===== config.mk =====
export PLATFORM = sky130hd
export DESIGN_NAME = load_store_unit
export DESIGN_NICKNAME = d
export VERILOG_FILES = /design/src/rtl/load_store_unit.sv
export SDC_FILE = /design/constraint.sdc
export NUM_CORES = 1
export LEC_CHECK = 0
export BUFFER_PORTS_ARGS = -buffer_cell sky130_fd_sc_hd__buf_2
export CAP_MARGIN = 30
export CORE_AREA = 5 5 149 80
export DETAILED_ROUTE_END_ITERATION = 10
export DIE_AREA = 0 0 154 85
export PLACE_DENSITY = 0.85
export RECOVER_POWER = 25
export SETUP_SLACK_MARGIN = 0.2
export SLEW_MARGIN = 30
export SYNTH_ARGS = -nofsm -noshare
export SYNTH_HDL_FRONTEND = slang
export SYNTH_SLANG_ARGS = --single-unit

===== constraint.sdc =====
create_clock -name clk -period 4 [get_ports clk]
set_input_delay 0 -clock clk [delete_from_list [all_inputs] [get_ports clk]]
set_output_delay 0 -clock clk [all_outputs]
set_load 0.02 [all_outputs]

===== src/rtl/load_store_unit.sv =====
// load_store_unit: MEM-stage load/store sequencer driving a word-addressed
// data memory. Loads extract and sign/zero-extend bytes and halfwords.
// Byte and halfword stores use a read-modify-write of the containing word.
// The unit stalls the pipeline while a request is in flight.
//
// Configuration macro: LSU_MISALIGN_TRAP_EN
//   defined   : misaligned requests go to ERR and pulse misalign.
//   undefined : low address bits are masked, size 11 acts as word, and
//               misalign is tied 0.
//
// Ports:
//   clk, reset_n                 clock, async active-low reset
//   req_valid/write/size/signed  request from MEM stage (held until stall=0)
//   req_addr, req_wdata          byte address, right-justified store data
//   stall                        freeze the pipeline
//   load_valid, load_data        extended load result (0 when not valid)
//   misalign                     one-cycle pulse, request dropped
//   mem_access_addr              word index to memory
//   mem_write_data, mem_write_en full-word write toward memory
//   mem_read, mem_read_data      read enable and combinational read word
module load_store_unit (
    input  logic        clk,
    input  logic        reset_n,
    input  logic        req_valid,
    input  logic        req_write,
    input  logic [1:0]  req_size,
    input  logic        req_signed,
    input  logic [31:0] req_addr,
    input  logic [31:0] req_wdata,
    output logic        stall,
    output logic        load_valid,
    output logic [31:0] load_data,
    output logic        misalign,
    output logic [31:0] mem_access_addr,
    output logic [31:0] mem_write_data,
    output logic        mem_write_en,
    output logic        mem_read,
    input  logic [31:0] mem_read_data
);

    localparam int unsigned XLEN = 32;

`ifdef LSU_MISALIGN_TRAP_EN
    typedef enum logic [2:0] {
        IDLE   = 3'd0,
        LOAD   = 3'd1,
        STORE  = 3'd2,
        RMW_RD = 3'd3,
        RMW_WR = 3'd4,
        ERR    = 3'd5
    } state_e;
`else
    typedef enum logic [2:0] {
        IDLE   = 3'd0,
        LOAD   = 3'd1,
        STORE  = 3'd2,
        RMW_RD = 3'd3,
        RMW_WR = 3'd4
    } state_e;
`endif

    state_e            state_q, state_d;
    logic [XLEN-1:0]   addr_q, addr_d;
    logic [XLEN-1:0]   wdata_q, wdata_d;
    logic [XLEN-1:0]   merge_q, merge_d;
    logic [1:0]        size_q, size_d;
    logic              signed_q, signed_d;

    logic              req_mis;
    logic [7:0]        rd_byte;
    logic [15:0]       rd_half;
    logic [XLEN-1:0]   load_ext;
    logic [XLEN-1:0]   merged;

    // Misalignment check on the incoming request
`ifdef LSU_MISALIGN_TRAP_EN
    assign req_mis = (req_size == 2'b11)
                   || ((req_size == 2'b01) && req_addr[0])
                   || ((req_size == 2'b10) && (req_addr[1:0] != 2'b00));
    assign misalign = (state_q == ERR);
`else
    assign req_mis  = 1'b0;
    assign misalign = 1'b0;
`endif

    // Lane extraction and extension of the returned word for loads
    always_comb begin
        case (addr_q[1:0])
            2'd0:    rd_byte = mem_read_data[7:0];
            2'd1:    rd_byte = mem_read_data[15:8];
            2'd2:    rd_byte = mem_read_data[23:16];
            default: rd_byte = mem_read_data[31:24];
        endcase
        rd_half = addr_q[1] ? mem_read_data[31:16] : mem_read_data[15:0];
        case (size_q)
            2'b00:   load_ext = {{24{signed_q & rd_byte[7]}}, rd_byte};
            2'b01:   load_ext = {{16{signed_q & rd_half[15]}}, rd_half};
            default: load_ext = mem_read_data;
        endcase
    end

    // Replace the addressed lane(s) of the captured word with store data
    always_comb begin
        merged = merge_q;
        if (size_q == 2'b00) begin
            case (addr_q[1:0])
                2'd0:    merged[7:0]   = wdata_q[7:0];
                2'd1:    merged[15:8]  = wdata_q[7:0];
                2'd2:    merged[23:16] = wdata_q[7:0];
                default: merged[31:24] = wdata_q[7:0];
            endcase
        end else if (addr_q[1]) begin
            merged[31:16] = wdata_q[15:0];
        end else begin
            merged[15:0]  = wdata_q[15:0];
        end
    end

    // Next-state, latched request fields and state-decoded outputs
    always_comb begin
        state_d         = state_q;
        addr_d          = addr_q;
        wdata_d         = wdata_q;
        merge_d         = merge_q;
        size_d          = size_q;
        signed_d        = signed_q;
        stall           = 1'b0;
        load_valid      = 1'b0;
        load_data       = '0;
        mem_read        = 1'b0;
        mem_write_en    = 1'b0;
        mem_write_data  = '0;
        mem_access_addr = {2'b00, addr_q[31:2]};

        case (state_q)
            IDLE: begin
                stall = req_valid;
                if (req_valid) begin
                    addr_d   = req_addr;
                    wdata_d  = req_wdata;
                    size_d   = req_size;
                    signed_d = req_signed;
`ifdef LSU_MISALIGN_TRAP_EN
                    if (req_mis)             state_d = ERR;
                    else
`endif
                    if (!req_write)          state_d = LOAD;
                    else if (req_size[1])    state_d = STORE;
                    else                     state_d = RMW_RD;
                end
            end
            LOAD: begin
                mem_read   = 1'b1;
                load_valid = 1'b1;
                load_data  = load_ext;
            end
            STORE: begin
                mem_write_en   = 1'b1;
                mem_write_data = wdata_q;
            end
            RMW_RD: begin
                stall    = 1'b1;
                mem_read = 1'b1;
                merge_d  = mem_read_data;
                state_d  = RMW_WR;
            end
            RMW_WR: begin
                mem_write_en   = 1'b1;
                mem_write_data = merged;
            end
            default: ;
        endcase

        // Completion cycles return to IDLE with the latched fields cleared
        if ((state_q != IDLE) && (state_q != RMW_RD)) begin
            state_d  = IDLE;
            addr_d   = '0;
            wdata_d  = '0;
            merge_d  = '0;
            size_d   = 2'b00;
            signed_d = 1'b0;
        end
    end

    // State and request registers
    always_ff @(posedge clk or negedge reset_n) begin
        if (!reset_n) begin
            state_q  <= IDLE;
            addr_q   <= '0;
            wdata_q  <= '0;
            merge_q  <= '0;
            size_q   <= 2'b00;
            signed_q <= 1'b0;
        end else begin
            state_q  <= state_d;
            addr_q   <= addr_d;
            wdata_q  <= wdata_d;
            merge_q  <= merge_d;
            size_q   <= size_d;
            signed_q <= signed_d;
        end
    end

endmodule


==> Flow_metrics.wiki <==
{| class="wikitable"
! Metric !! Value
|-
| Result of the run || complete, no violations
|-
| Critical path data arrival time || approximately 2.9 ns
|-
| TritonCTS Buffers || 9
|-
| Maxcap violations || 0
|-
| Transition at the pin with the smallest max-transition slack || 0.937 ns
|-
| Boundary pin count || ~200
|-
| Vias per cell || 6.03
|-
| Share of layout cells above drive strength 1 || 0.307
|-
| Overall Global Routing Usage || 0.306
|-
| Share of the clock period used by the worst path || 0.715
|-
| Hold Violations, Final || 0
|-
| First-pass GRT wire length || between 30000 and 40000 um
|-
| Antenna violations before repair || 0
|-
| Element type at the critical path end || primary output
|-
| Final WL || 20200 um
|-
| Final worst path period need || 2.86 ns
|-
| Buffers from clock root to sink, at most || 2
|-
| Post-synthesis sequential element count || 102
|-
| Largest area contributor in the synthesized netlist || dfrtp_1
|-
| Row Count || 27
|-
| Post-route antenna net violation count || 0
|-
| Placed inst area || 0.00616 mm^2
|-
| Total number of H-tree levels || 3
|-
| Die boundary width || 154 um
|-
| Total via count after detailed routing || about 5600
|-
| Number of setup violations in the final report || 0
|-
| Final #Nets || 880
|-
| Total negative setup slack || 0 ns
|-
| Type of the worst setup path || reg2out
|-
| CP Data Required Time || 4.00 ns
|-
| Max-Slew Margin vs Limit || 0.375
|-
| Source-to-sink clock delay at the later pin of the worst-skew pair || 0.34 ns
|-
| Startpoint Class || flip-flop
|-
| First-pass DRT Iterations || 5
|-
| Post-Synthesis Mean Instance Area || roughly 10 um^2
|-
| WL per Instance || 21.8 um
|-
| RSZ-0062 raised after global routing || false
|-
| Yosys top cell area share || 0.476
|-
| Leading cell types in the layout, fill and taps excluded || buf_2, a22o_1, dlygate4sd3_1
|-
| Area of the core region || between 0.01 and 0.015 mm^2
|-
| Power density normalized to cell area || around 400 mW/mm^2
|-
| Final std cell area, no fill || around 0.0076 mm^2
|-
| Number of sinks on the clock net || 102
|-
| Congestion Overflow GR || 0
|-
| Number of design rule violations left after detail routing || 0
|-
| Pins Over Slew Limit || 0
|-
| Post-cts sizing count || 0
|-
| Static power due to leakage || ~3.9 nW
|-
| FFs w/ async S/R, synth || 1.00
|-
| Largest net degree at the start of global routing || 69
|-
| Initial standard-cell utilization of the core || 0.509
|-
| Post-synthesis sequential area ratio || 0.476
|-
| Weighted congestion reported at the end of routability-driven placement || 0.951
|-
| Number of warnings issued by yosys || 0
|-
| Prevailing post-synth register cell || dfrtp_1
|-
| Most area-consuming cells after synthesis || dfrtp_1, a22o_1, nand2_1
|-
| Maximum achievable frequency || 0.350 GHz
|-
| EDFF count, synth || 0
|-
| Class of the most critical hold timing path || in2async
|-
| Half-perimeter wire length after placement || 13000 um
|-
| Largest driver fanout on the critical path || 17
|-
| Commonest non-fill, non-tap cell in the layout || buf_2
|-
| Number of violations reported at the end of detailed-routing iteration 0 || 550
|-
| Die outline height || 85 um
|-
| Area growth, synth to finish || 41.0%
|-
| Floorplan die area || 0.0131 mm^2
|-
| Worst Skew || ~0.008 ns
|-
| IR drop worst, VDD || 0.000253 V
|-
| Root buf cell || clkbuf_16
|-
| Cell Area, Synth || roughly 0.0054 mm^2
|-
| Cells after Synth || 529
|-
| Total of buffers placed on input and output ports || 200
|-
| Post-CTS clock slew at the launch and capture registers of the worst setup and hold paths || 0.07 ns
|-
| Clock tree from TritonCTS || done
|-
| Via count of the first global-routing pass || 5676
|-
| Number of inserted diodes || 0
|-
| Number of distinct library cell variants in the gate-level netlist after synthesis || 45
|}
## final timing paths
kind,slack (ns),depth (start not counted),from,end
max,1.14,6,state_q[2],load_data[15]
min,0.24,2,reset_n,merge_q[28]
max reg2reg,1.61,4,state_q[2],state_q[0]
min reg2reg,0.50,1,addr_q[20],addr_q[20]
max in group asynchronous,2.84,3,reset_n,addr_q[18]
min in group clk,0.41,3,req_wdata[1],wdata_q[1]
## where the power goes
group | internal (mW) | switching [mW] | total (mW)
Sequential | 1.13 | 0.111 | 1.24
Clock | 0.623 | 0.405 | 1.03
Combinational | 0.323 | 0.463 | 0.786
Total | 2.08 | 0.980 | 3.06
## critical path: stages (launching register included)
cell and delay [ns]:
dfrtp_1 0.50, or3b_1 0.75, clkinv_2 0.14, and2_1 0.61, a22oi_1 0.19, nand2_1 0.14, buf_2 0.18
## metrics by stage
stage	std cells	utilization	hold slack (ns)	power, mW	worst slack (ns)
6_report	927	0.718	0.239	3.06	1.14
2_1_floorplan	531	-	-0.296	1.71	2.27
5_1_grt	927	0.718	0.313	3.18	1.03
3_3_place_gp	807	0.584	0.141	1.90	1.62
4_1_cts	926	0.716	0.348	3.02	1.19
3_5_place_dp	807	0.585	0.158	1.92	1.56
## Yosys cell counts (2+ instances only)
cell,number
a21oi_1,9
a221oi_2,7
a22o_1,107
a22oi_1,8
and2_0,2
and2_1,9
and3_1,2
buf_2,14
buf_4,35
buf_6,4
clkbuf_1,21
dfrtp_1,102
inv_1,7
mux2i_1,11
nand2_1,81
nor2_1,3
nor2b_1,17
nor3b_2,2
o21a_1,2
o21ai_0,35
o21ai_1,11
o21ai_2,2
o221ai_1,8
o22ai_1,8
or2_2,2
## repair_timing
item                                   in CTS  in global routing
buffers inserted                            0                  0
hold buffers                              103                  0
endpoints found under the hold margin     168                  0
## cells by family (layout without fill, tap and decap cells)
family                 after synthesis  after routing  synth area share
muxes                               11             11            0.0205
other                                1              3          0.000699
AOI/OAI and AO/OA                  202            202             0.293
buffers and inverters               84            335            0.0923
DFF                                102            102             0.476
and+or+nand+nor                    129            129             0.117
## area by class of cell
cell class / count / area, um^2
Multi-Input combinational cell: 345 / 2340
Clock inverter: 7 / 129
Inverter: 9 / 35.0
Clock buffer: 9 / 225
Fill cell: 762 / 2970
Tap cell: 145 / 181
Timing Repair Buffer: 310 / 2100
Sequential cell: 102 / 2550
## layer usage
layer | GRT usage | routed length [um] | vias up
li1 | - | - | 2398
met1 | 0.432 | 8540 | 2771
met4 | 0.0537 | 263 | 0
met2 | 0.474 | 9010 | 397
met5 | 0 | 0 | -
met3 | 0.0963 | 2430 | 27
## sequential cells by signal, summed over array words and instances (netlist names)
name / count
wdata_q: 32
merge_q: 32
size_q: 2
signed_q: 1
state_q: 3
addr_q: 32
(Power assumes the default switching activity.)
